$ cat src/rtl/fp_pkg.sv
// Shared definitions for the sequential single-precision multiplier:
// field widths, the canonical quiet NaN, sequencer states and field helpers.
package fp_pkg;

  localparam int EXP_W = 8;
  localparam int MAN_W = 23;
  localparam int BIAS  = 127;

  localparam logic [31:0] QNAN = 32'h7FC0_0000;

  typedef enum logic [2:0] {
    IDLE,
    EXP,
    MUL,
    NORM,
    DONE
  } state_e;

  function automatic logic fSign(input logic [31:0] x);
    return x[31];
  endfunction

  function automatic logic [EXP_W-1:0] fExp(input logic [31:0] x);
    return x[30:23];
  endfunction

  function automatic logic [MAN_W-1:0] fMant(input logic [31:0] x);
    return x[22:0];
  endfunction

endpackage

$ cat src/rtl/expsum_bias.sv
// Signed biased-exponent sum: ea + eb - BIAS + adj, evaluated at EXP_W+2 bits
// so both overflow above the max exponent and underflow below zero are visible.
module expsum_bias #(
  parameter int EXP_W = 8,
  parameter int BIAS  = 127
) (
  input  logic               [EXP_W-1:0] exp_a_i,
  input  logic               [EXP_W-1:0] exp_b_i,
  input  logic                           adj_i,
  output logic signed        [EXP_W+1:0] sum_o
);

  localparam logic [EXP_W+1:0] BIAS_V = BIAS[EXP_W+1:0];

  logic [EXP_W+1:0] rawSum;

  // Modular arithmetic at the wider width, then reinterpreted as two's complement.
  always_comb begin
    rawSum = {2'b00, exp_a_i} + {2'b00, exp_b_i} - BIAS_V + {{(EXP_W+1){1'b0}}, adj_i};
    sum_o  = $signed(rawSum);
  end

endmodule

$ cat src/rtl/fpmul_seq.sv
// Multi-cycle IEEE-754 single-precision multiplier: exponent step, 24-cycle
// shift-add mantissa product, truncating normalisation, valid/ready on both sides.
module fpmul_seq #(
  parameter int EXP_W = fp_pkg::EXP_W,
  parameter int MAN_W = fp_pkg::MAN_W,
  parameter int BIAS  = fp_pkg::BIAS
) (
  input  logic        clk,
  input  logic        rst_n,
  input  logic        in_valid,
  output logic        in_ready,
  input  logic [31:0] a,
  input  logic [31:0] b,
  output logic        out_valid,
  input  logic        out_ready,
  output logic [31:0] result,
  output logic        ovf,
  output logic        unf,
  output logic        special
);

  import fp_pkg::*;

  localparam int MW  = MAN_W + 1;
  localparam int PW  = 2 * MW;
  localparam int CW  = $clog2(MW);
  localparam logic [CW-1:0] LAST_COUNT = CW'(MW - 1);
  localparam logic signed [EXP_W+1:0] EXP_MAX = (EXP_W+2)'((2 ** EXP_W) - 1);
  localparam logic signed [EXP_W+1:0] EXP_ZERO = '0;

  state_e           state_q;
  logic [31:0]      opA_q, opB_q;
  logic [MW-1:0]    mcand_q, mplier_q;
  logic [PW-1:0]    prod_q;
  logic [CW-1:0]    count_q;
  logic [31:0]      result_q;
  logic             ovf_q, unf_q, special_q;

  logic [EXP_W-1:0] expA, expB;
  logic [MAN_W-1:0] manA, manB;
  logic             signD, aNan, bNan, aInf, bInf, aZero, bZero;
  logic             normAdj;
  logic signed [EXP_W+1:0] expSum;
  logic [PW-1:0]    prod_d;
  logic [MAN_W-1:0] normMant;

  always_comb begin
    expA     = fExp(opA_q);
    expB     = fExp(opB_q);
    manA     = fMant(opA_q);
    manB     = fMant(opB_q);
    signD    = fSign(opA_q) ^ fSign(opB_q);
    aNan     = (expA == '1) && (manA != '0);
    bNan     = (expB == '1) && (manB != '0);
    aInf     = (expA == '1) && (manA == '0);
    bInf     = (expB == '1) && (manB == '0);
    aZero    = (expA == '0);
    bZero    = (expB == '0);
    normAdj  = (state_q == NORM) && prod_q[PW-1];
    prod_d   = prod_q + ({{MW{1'b0}}, mcand_q} << count_q);
    normMant = prod_q[PW-1] ? prod_q[PW-2 -: MAN_W] : prod_q[PW-3 -: MAN_W];
  end

  // Same adder serves the EXP step (adj=0) and the NORM step (adj=P[msb]).
  expsum_bias #(
    .EXP_W (EXP_W),
    .BIAS  (BIAS)
  ) u_expsum (
    .exp_a_i (expA),
    .exp_b_i (expB),
    .adj_i   (normAdj),
    .sum_o   (expSum)
  );

  always_ff @(posedge clk or negedge rst_n) begin
    if (!rst_n) begin
      state_q   <= IDLE;
      opA_q     <= '0;
      opB_q     <= '0;
      mcand_q   <= '0;
      mplier_q  <= '0;
      prod_q    <= '0;
      count_q   <= '0;
      result_q  <= '0;
      ovf_q     <= 1'b0;
      unf_q     <= 1'b0;
      special_q <= 1'b0;
    end else begin
      case (state_q)
        IDLE: begin
          if (in_valid) begin
            opA_q   <= a;
            opB_q   <= b;
            state_q <= EXP;
          end
        end
        // Special operands short-circuit straight to DONE; NaN (incl. inf*0) wins.
        EXP: begin
          if (aNan || bNan || (aInf && bZero) || (bInf && aZero)) begin
            result_q  <= QNAN;
            special_q <= 1'b1;
            state_q   <= DONE;
          end else if (aInf || bInf) begin
            result_q  <= {signD, {EXP_W{1'b1}}, {MAN_W{1'b0}}};
            special_q <= 1'b1;
            state_q   <= DONE;
          end else if (aZero || bZero) begin
            result_q  <= {signD, {(EXP_W+MAN_W){1'b0}}};
            special_q <= 1'b1;
            state_q   <= DONE;
          end else begin
            mcand_q  <= {1'b1, manA};
            mplier_q <= {1'b1, manB};
            prod_q   <= '0;
            count_q  <= '0;
            state_q  <= MUL;
          end
        end
        MUL: begin
          if (mplier_q[0]) begin
            prod_q <= prod_d;
          end
          mplier_q <= mplier_q >> 1;
          count_q  <= count_q + 1'b1;
          if (count_q == LAST_COUNT) begin
            state_q <= NORM;
          end
        end
        NORM: begin
          if (expSum >= EXP_MAX) begin
            result_q <= {signD, {EXP_W{1'b1}}, {MAN_W{1'b0}}};
            ovf_q    <= 1'b1;
          end else if (expSum <= EXP_ZERO) begin
            result_q <= {signD, {(EXP_W+MAN_W){1'b0}}};
            unf_q    <= 1'b1;
          end else begin
            result_q <= {signD, expSum[EXP_W-1:0], normMant};
          end
          state_q <= DONE;
        end
        DONE: begin
          if (out_ready) begin
            ovf_q     <= 1'b0;
            unf_q     <= 1'b0;
            special_q <= 1'b0;
            state_q   <= IDLE;
          end
        end
        default: state_q <= IDLE;
      endcase
    end
  end

  assign in_ready  = (state_q == IDLE);
  assign out_valid = (state_q == DONE);
  assign result    = result_q;
  assign ovf       = ovf_q;
  assign unf       = unf_q;
  assign special   = special_q;

endmodule

$ cat config.mk
export PLATFORM = sky130hd
export DESIGN_NAME = fpmul_seq
export DESIGN_NICKNAME = d
export VERILOG_FILES = /design/src/rtl/fp_pkg.sv /design/src/rtl/expsum_bias.sv /design/src/rtl/fpmul_seq.sv
export SDC_FILE = /design/constraint.sdc
export NUM_CORES = 1
export LEC_CHECK = 0
export ABC_CLOCK_PERIOD_IN_PS = 7800
export CAP_MARGIN = 20
export CORE_MARGIN = 2
export CORE_UTILIZATION = 50
export CTS_BUF_LIST = sky130_fd_sc_hd__clkbuf_4 sky130_fd_sc_hd__clkbuf_8 sky130_fd_sc_hd__clkbuf_16
export CTS_CLUSTER_SIZE = 30
export DETAILED_ROUTE_END_ITERATION = 7
export PLACE_DENSITY = 0.72
export REMOVE_ABC_BUFFERS = 1
export SLEW_MARGIN = 25
export SYNTH_ARGS = -nofsm -noshare
export SYNTH_HDL_FRONTEND = slang
export SYNTH_SLANG_ARGS = --single-unit
$ cat constraint.sdc
create_clock -name clk -period 7.8 [get_ports clk]
set_input_delay 0.78 -clock clk [delete_from_list [all_inputs] [get_ports clk]]
set_output_delay 0.78 -clock clk [all_outputs]
set_load 0.05 [all_outputs]
==> results.txt, run 1 <==
* Run status: completed
- Count of final hold-check violations: 0
* Cell type of the slowest stage on the worst timing path: dfrtp_1
- Unique masters post-synth: 80
- Chip Width: 168 um
- Hold/Removal Path Class: primary input to async pin
* Final weighted congestion of routability-driven global placement: 0.935
* Total routed wirelength: 34,500 um
- Worst slew margin relative to its limit: 0.345
- Predominant post-synthesis flop cell: dfrtp_1
- Relative to the synthesized area, the layout overhead comes to 15.5%.
* Share of flip-flops with an asynchronous set or reset after synthesis: 1.00
- HPWL after detailed placement: 25,100 um
* TritonCTS clock tree: built
* Number of detailed-route iterations in the first pass: 6
- Skew-Pair Late Insertion Delay: 0.54 ns
- Cell area after synthesis: 13,400 um^2
* Drt initial violations: 742
- Of the post-synthesis cell area, the dominant cell type holds 0.378.
- The detail route stage leaves a number of antenna-violating nets equal to 0.
* Die height: 168 um
- The tool flagged a number of max-cap violations equal to 0.
* Most instantiated cells after synthesis: 203 x dfrtp_1, 144 x nand2_1, 112 x nor2_1
- Sequential area share after synthesis: 0.378
* Starting density of the core: 0.512
- Routed length per instance: 18.9 um
- In the final design database the tool counted 1,607 nets.
* Core Footprint: 26,200 um^2
- STA classifies the critical path startpoint as a flop.
* Setup crit end kind: flop
- Counting every instance in the synthesized netlist gives 1,425.
- Max-slew violation count: 0
* Initial antenna violation count: 0
- Clk Tree Root Cell: clkbuf_16
* Total setup violations reported at the end of the flow: 0
- Unrepaired setup endpoints after global routing: false
- Avg Vias per Cell: 6.07
* Clock input transition at the sequential cells of the worst setup and hold paths: 0.06 ns
- The worst setup path is of the flop to flop kind.
* Number of vias after detailed routing: 11,100
* Buffer count from post-CTS setup fixing: 0
- In the post-synthesis netlist, the cell with the most instances is dfrtp_1.
- Critical Path Fanout Max: 31
- In the final layout, the share of cells above drive strength 1 is 0.145.
- Yosys mapped a number of flops with a built-in enable equal to 0.
* IO buf count: 104
* Count of hold buffers inserted by post-cts repair: 0
- In this run the count of I/O pins placed on the die edge is 105.
* Largest stage delay, worst path: 0.93 ns
- Fill cells in the final layout number 2,287.
* Required time of the worst setup path: 8.22 ns
* Data arrival at the endpoint of the critical path: 5.48 ns
* Die footprint: 28,200 um^2
- The largest total area in the synthesized netlist belongs to dfrtp_1.
- The number of global-route vias before repair is 10,900.
- DRC: 0
* Synth area leaders: dfrtp_1 38%, mux2_2 8.6%, mux2i_1 6.0%
* Number of placement rows: 59
- For the final database, setup skew stands at 0.0105 ns.
* Critical-path cell list: inv_1, mux2i_1, o21ai_0, o21ai_0, o22ai_1, ha_1, a21oi_1, o21ai_0, a221oi_1, and3_1, nand3_1, nand2_1, o21ai_0, a221o_1
* Flip-flop and latch count after synthesis: 203
- Counting I/O delays and the setup requirement, the final critical path takes 5.06 ns.
* Count of instances resized after the clock tree is built: 0
- Global route overflow: 0
- For the pin with the worst max-slew slack, the measured transition is 0.958 ns.
* Largest net degree at the start of global routing: 75
- Global-route wire length before repair: 56,700 um
- Counting every sink on the clock net gives 203.
- Setup TNS: 0 ns
- H-tree depth: 1
* Final worst path period share: 0.648
- A synthesized cell averages 9.42 um^2.
- Highest Clock Rate: 0.198 GHz
* Maximum count of clock buffers along a single path: 3
- Most prevalent standard cell on the critical path: o21ai_0
- The repair_antennas step left the layout with diodes totalling 0.
* Number of warning messages in the yosys log: 0
- All-layer global routing usage: 0.245
- Number of buffers created by CTS: 25
==> stage by stage <==
| stage | instances | hold WS (ns) | instance area [um^2] | worst slack [ns] | util |
|---|---|---|---|---|---|
| finish | 1828 | 0.228 | 15500 | 2.74 | 0.591 |
| detailed placement | 1787 | 0.465 | 14700 | 2.77 | 0.560 |
| global route | 1828 | 0.294 | 15500 | 2.33 | 0.591 |
| global placement | 1787 | 0.462 | 14700 | 2.89 | 0.560 |
| CTS | 1828 | 0.270 | 15500 | 2.77 | 0.591 |
| floorplan | 1335 | 0.455 | 13100 | 2.36 | - |
==> cell type report <==
| cell class | count | area (um^2) | area share |
|---|---|---|---|
| clock inverters | 8 | 115 | 0.00743 |
| flip-flops and latches | 203 | 5080 | 0.328 |
| multi-input cells | 1099 | 7900 | 0.510 |
| clock buffers | 33 | 711 | 0.0459 |
| repair buffers | 117 | 1150 | 0.0740 |
| inverters | 33 | 124 | 0.00799 |
| well taps | 335 | 419 | 0.0270 |
==> routing by layer <==
metal,track usage,up-vias,share of wire
met5,0,-,0
met1,0.350,5356,0.47
li1,-,5362,-
met2,0.391,315,0.45
met4,0.0775,0,0.034
met3,0.0299,69,0.048
==> worst paths after layout <==
path                       slack [ns]  cells past startpoint        from    endpoint
min                              0.23                      1       rst_n  result[14]
max in group asynchronous        6.38                      2       rst_n  count_q[2]
max reg2reg                      2.74                     14  count_q[1]  prod_q[36]
max                              2.74                     14  count_q[1]  prod_q[36]
min reg2reg                      0.47                      2   result[0]   result[0]
min in group clk                 0.47                      2   result[0]   result[0]
==> worst max-delay path, delay by kind of cell, from the launching register on <==
kind                     cells  cell delay, ns
AO/OA/AOI/OAI                8            2.26
adder cells (fa/ha/maj)      1            0.40
buffers and inverters        1            0.46
flip-flops                   1            0.93
multiplexers                 1            0.26
AND/OR/NAND/NOR              3            0.64
==> registers in the layout (all words and copies together) (netlist names) <==
| name | flops |
|---|---|
| prod_q | 48 |
| opA_q | 32 |
| opB_q | 32 |
| result | 32 |
| mcand_q | 24 |
| mplier_q | 24 |
| count_q | 5 |
| state_q | 3 |
| ovf | 1 |
| special | 1 |
| unf | 1 |
==> cell families (layout without fill, tap and decap cells) <==
family                     Yosys count  after routing  share of synthesized area
xor gates and xnor gates            37             37                     0.0247
and+or+nand+nor                    424            424                      0.149
adders and majority gates           60             60                     0.0570
buffers and inverters              123            191                     0.0369
DFF                                203            203                      0.378
muxes                              190            190                      0.157
AOI/OAI and AO/OA                  388            388                      0.197
==> cells in the final DEF (no fill, tap or decap), types with 20 or more instances in the layout <==
cell / netlist / layout
nand3_1: 27 / 27
inv_1: 33 / 33
o31ai_2: 21 / 20
clkbuf_16: 0 / 25
nand4_1: 31 / 31
ha_1: 58 / 58
a21o_1: 33 / 33
mux2i_1: 81 / 81
nand2_1: 144 / 142
xnor2_1: 22 / 22
mux2_2: 103 / 103
clkdlybuf4s50_1: 0 / 103
nor3_1: 22 / 21
nor2_1: 112 / 111
a21oi_1: 93 / 93
o21ai_0: 94 / 94
dfrtp_1: 203 / 202
Power of run 1 is not shown: default switching activity piles up to over one toggle a cycle in this logic, so the estimate is an artifact.
==> run 2: changes to the inputs <==
--- a/config.mk
+++ b/config.mk
@@ -5,14 +5,14 @@
 export SDC_FILE = /design/constraint.sdc
 export NUM_CORES = 1
 export LEC_CHECK = 0
-export ABC_CLOCK_PERIOD_IN_PS = 7800
+export ABC_CLOCK_PERIOD_IN_PS = 4530
 export CAP_MARGIN = 20
 export CORE_MARGIN = 2
 export CORE_UTILIZATION = 50
 export CTS_BUF_LIST = sky130_fd_sc_hd__clkbuf_4 sky130_fd_sc_hd__clkbuf_8 sky130_fd_sc_hd__clkbuf_16
 export CTS_CLUSTER_SIZE = 30
 export DETAILED_ROUTE_END_ITERATION = 7
-export PLACE_DENSITY = 0.72
+export PLACE_DENSITY = 0.75
 export REMOVE_ABC_BUFFERS = 1
 export SLEW_MARGIN = 25
 export SYNTH_ARGS = -nofsm -noshare
==> constraint.sdc (replaced) <==
create_clock -name clk -period 4.53 [get_ports clk]
set_input_delay 0.453 -clock clk [delete_from_list [all_inputs] [get_ports clk]]
set_output_delay 0.453 -clock clk [all_outputs]
set_load 0.05 [all_outputs]
==> run 2 against run 1 <==
  * Largest cell class unchanged
  * The flow now finishes with violations (hold timing)
  * First-iteration DRC count grew 8.6%
  * Sequential share of layout area shrank 0.39 points
  * Cell area grew 1.2%
  * Highest routed layer unchanged
==> results.txt, run 2 (same netlist as run 1, synthesis figures left out) <==
- Antenna Cells: 0 (unchanged)
- The ratio of cells with drive above 1 in the final layout was 0.158 (was 0.145).
- The instance area after placement came to 14,800 um^2 (was 14,700 um^2).
* Run status: finished with violations (was completed)
- The minimum period implied by the final worst setup slack came to 4.36 ns (was 5.06 ns).
* Clk Tree Root Cell: clkbuf_16 (unchanged)
- The worst relative slew slack came to 0.343 (was 0.345).
* Count of final hold-check violations: 4 (was 0)
- The worst setup skew after layout is 0.0164 ns (was 0.0105 ns).
- Highest-count cells in the layout ignoring fill and taps: 203 x dfrtp_1, 143 x nand2_1, 111 x nor2_1 (was 202 x dfrtp_1, 142 x nand2_1, 111 x nor2_1).
- The initial cell density of the core came to 0.512 (unchanged).
- Layout Cell Area excl Fill: 15,700 um^2 (was 15,500 um^2)
* Skew-Pair Late Insertion Delay: 0.53 ns (was 0.54 ns)
- TritonCTS clock tree: built (unchanged)
- The number of nets at the end of the flow came to 1,622 (was 1,607).
- Maximum count of clock buffers along a single path: 3 (unchanged)
* I/O pins: 105 (unchanged)
- Area growth from synthesis to layout: 16.8% (was 15.5%)
- The number of buffers added to fix hold violations after cts is 0 (unchanged).
* Final weighted congestion of routability-driven global placement: 0.968 (was 0.935)
- All-layer global routing usage: 0.251 (was 0.245)
- Clock input transition at the sequential cells of the worst setup and hold paths: 0.06 ns (about the same)
* Total routed wirelength: 35,600 um (was 34,500 um)
- The final sum of negative setup slack was 0 ns (unchanged).
- The sequential cell area in the final layout came to 5080 um^2 (about the same).
* Routed length per instance: 19.3 um (was 18.9 um)
- Total area of multi-input combinational cells: 7940 um^2 (was 7900 um^2)
- The startpoint type of the worst setup path is a flop (unchanged).
- Setup crit end kind: flop (unchanged)
* Die height: 168 um (unchanged)
- The top achievable clock speed came to 0.230 GHz (was 0.198 GHz).
- The DRC violation total after the first TritonRoute iteration came to 806 (was 742).
- Unrepaired setup endpoints after global routing: false (unchanged).
- The highest routed metal layer is met4 (unchanged).
- Total setup violations reported at the end of the flow: 0 (unchanged)
- The final reports fail on hold timing.
- Hold/Removal Path Class: primary input to async pin (unchanged)
- H-tree depth: 1 (unchanged)
- Largest net degree at the start of global routing: 114 (was 75)
* Worst-case reg-to-reg path depth: 14 (unchanged)
- The routed length on met1 is 16,000 um (was 16,100 um).
* Detail Route met3 WL: 1860 um (was 1660 um)
- Critical Path Fanout Max: 33 (was 31)
- The detailed-route via count was 11,200 (was 11,100).
- Total clock sinks: 203 (unchanged)
* Number of buffers created by CTS: 24 (was 25)
* Number of fillers in the final layout: 2,205 (was 2,287)
- The area enclosed by the die boundary came to 28,200 um^2 (unchanged).
- The number of nets with antenna violations after detailed routing is 0 (unchanged).
- Smallest hold slack: -0.0173 ns (was 0.228 ns)
- The data arrival time of the worst path was 4.78 ns (was 5.48 ns).
* Largest register by flop count: prod_q (unchanged)
- The floorplan row count came to 59 (unchanged).
- HPWL after detailed placement: 26,300 um (was 25,100 um)
- Routed length on met2: 16,700 um (was 15,600 um)
* DRC: 0 (unchanged)
* Initial antenna violation count: 0 (unchanged)
- The number of port buffers came to 104 (unchanged).
- Required time of the worst setup path: 4.96 ns (was 8.22 ns)
- The utilization after layout is 0.598 (was 0.591).
- Global route overflow: 0 (unchanged)
- Final worst path period share: 0.961 (was 0.648)
* Global-route wire length before repair: 57,800 um (was 56,700 um)
- The core footprint came to 26,200 um^2 (unchanged).
* Largest register FFs: 48 (unchanged)
* Most common cell after layout, fill and taps aside: dfrtp_1 (unchanged)
* Worst Tran Pin Value: 0.961 ns (was 0.958 ns)
- Critical path type: flop to flop (unchanged)
* Chip Width: 168 um (unchanged)
- The internal reg-to-reg setup slack came to 0.17 ns (was 2.74 ns).
* Number of detailed-route iterations in the first pass: 7 (was 6)
* Via count of the first global-routing pass: 11,000 (was 10,900)
- Max-cap violations: 0 (unchanged)
- The final max-slew violation count is 0 (unchanged).
- The routed via count divided by cell count is 6.09 (was 6.07).
-- run 2: critical path: stages (launching register included) --
cell and delay (ns):
dfrtp_1 0.41, buf_12 0.23, mux2_2 0.37, mux2_2 0.28
a32o_1 0.23, o21ai_0 0.37, mux2i_1 0.24, ha_1 0.45
nand2_1 0.17, o21ai_0 0.35, o21ai_0 0.15, a21oi_1 0.36
o21ai_0 0.21, and3_1 0.22, o31ai_1 0.21
-- run 2: layout make-up --
type / count / area share
Sequential cell: 203 / 0.324
Tap cell: 335 / 0.0267
Timing Repair Buffer: 133 / 0.0821
Clock buffer: 33 / 0.0450
Inverter: 33 / 0.00790
Multi-Input combinational cell: 1099 / 0.506
Clock inverter: 11 / 0.00822
-- run 2: path summary, 6_finish.rpt --
check / endpoint / startpoint
worst max-delay path: prod_q[35] / count_q[0]
worst min register to register: result[1] / result[1]
min in group clk: result[1] / result[1]
worst max register to register: prod_q[35] / count_q[0]
worst min-delay path: result[17] / rst_n
max in group asynchronous: prod_q[22] / rst_n
-- run 2: per-layer routing --
layer  vias up  track usage
met1      5457        0.352
met5         -            0
met4         0       0.0771
met2       335        0.408
li1       5388            -
met3        62       0.0343
-- run 2: stage by stage --
step | instances | worst slack [ns]
floorplan | 1335 | -0.905
global placement | 1803 | 0.231
detailed placement | 1803 | 0.177
CTS | 1847 | 0.157
global route | 1847 | 0.000302
finish | 1847 | 0.175
-- run 2: what timing repair did --
item,4_1_cts,5_1_grt
endpoints found under the setup margin,0,6
gates resized for setup,0,7
buffers inserted,0,0
Power of run 2 is left out for the same reason.
==> run 3: changes to the inputs <==
==> constraint.sdc (replaced) <==
create_clock -name clk -period 4.53 [get_ports clk]
set_input_delay 0.453 -clock clk [delete_from_list [all_inputs] [get_ports clk]]
set_output_delay 0.453 -clock clk [all_outputs]
set_load 0.005 [all_outputs]
==> results of run 3 <==
Same layout as run 2: the final DEF is identical, and so are final timing and power.
Power of run 3 is left out for the same reason.
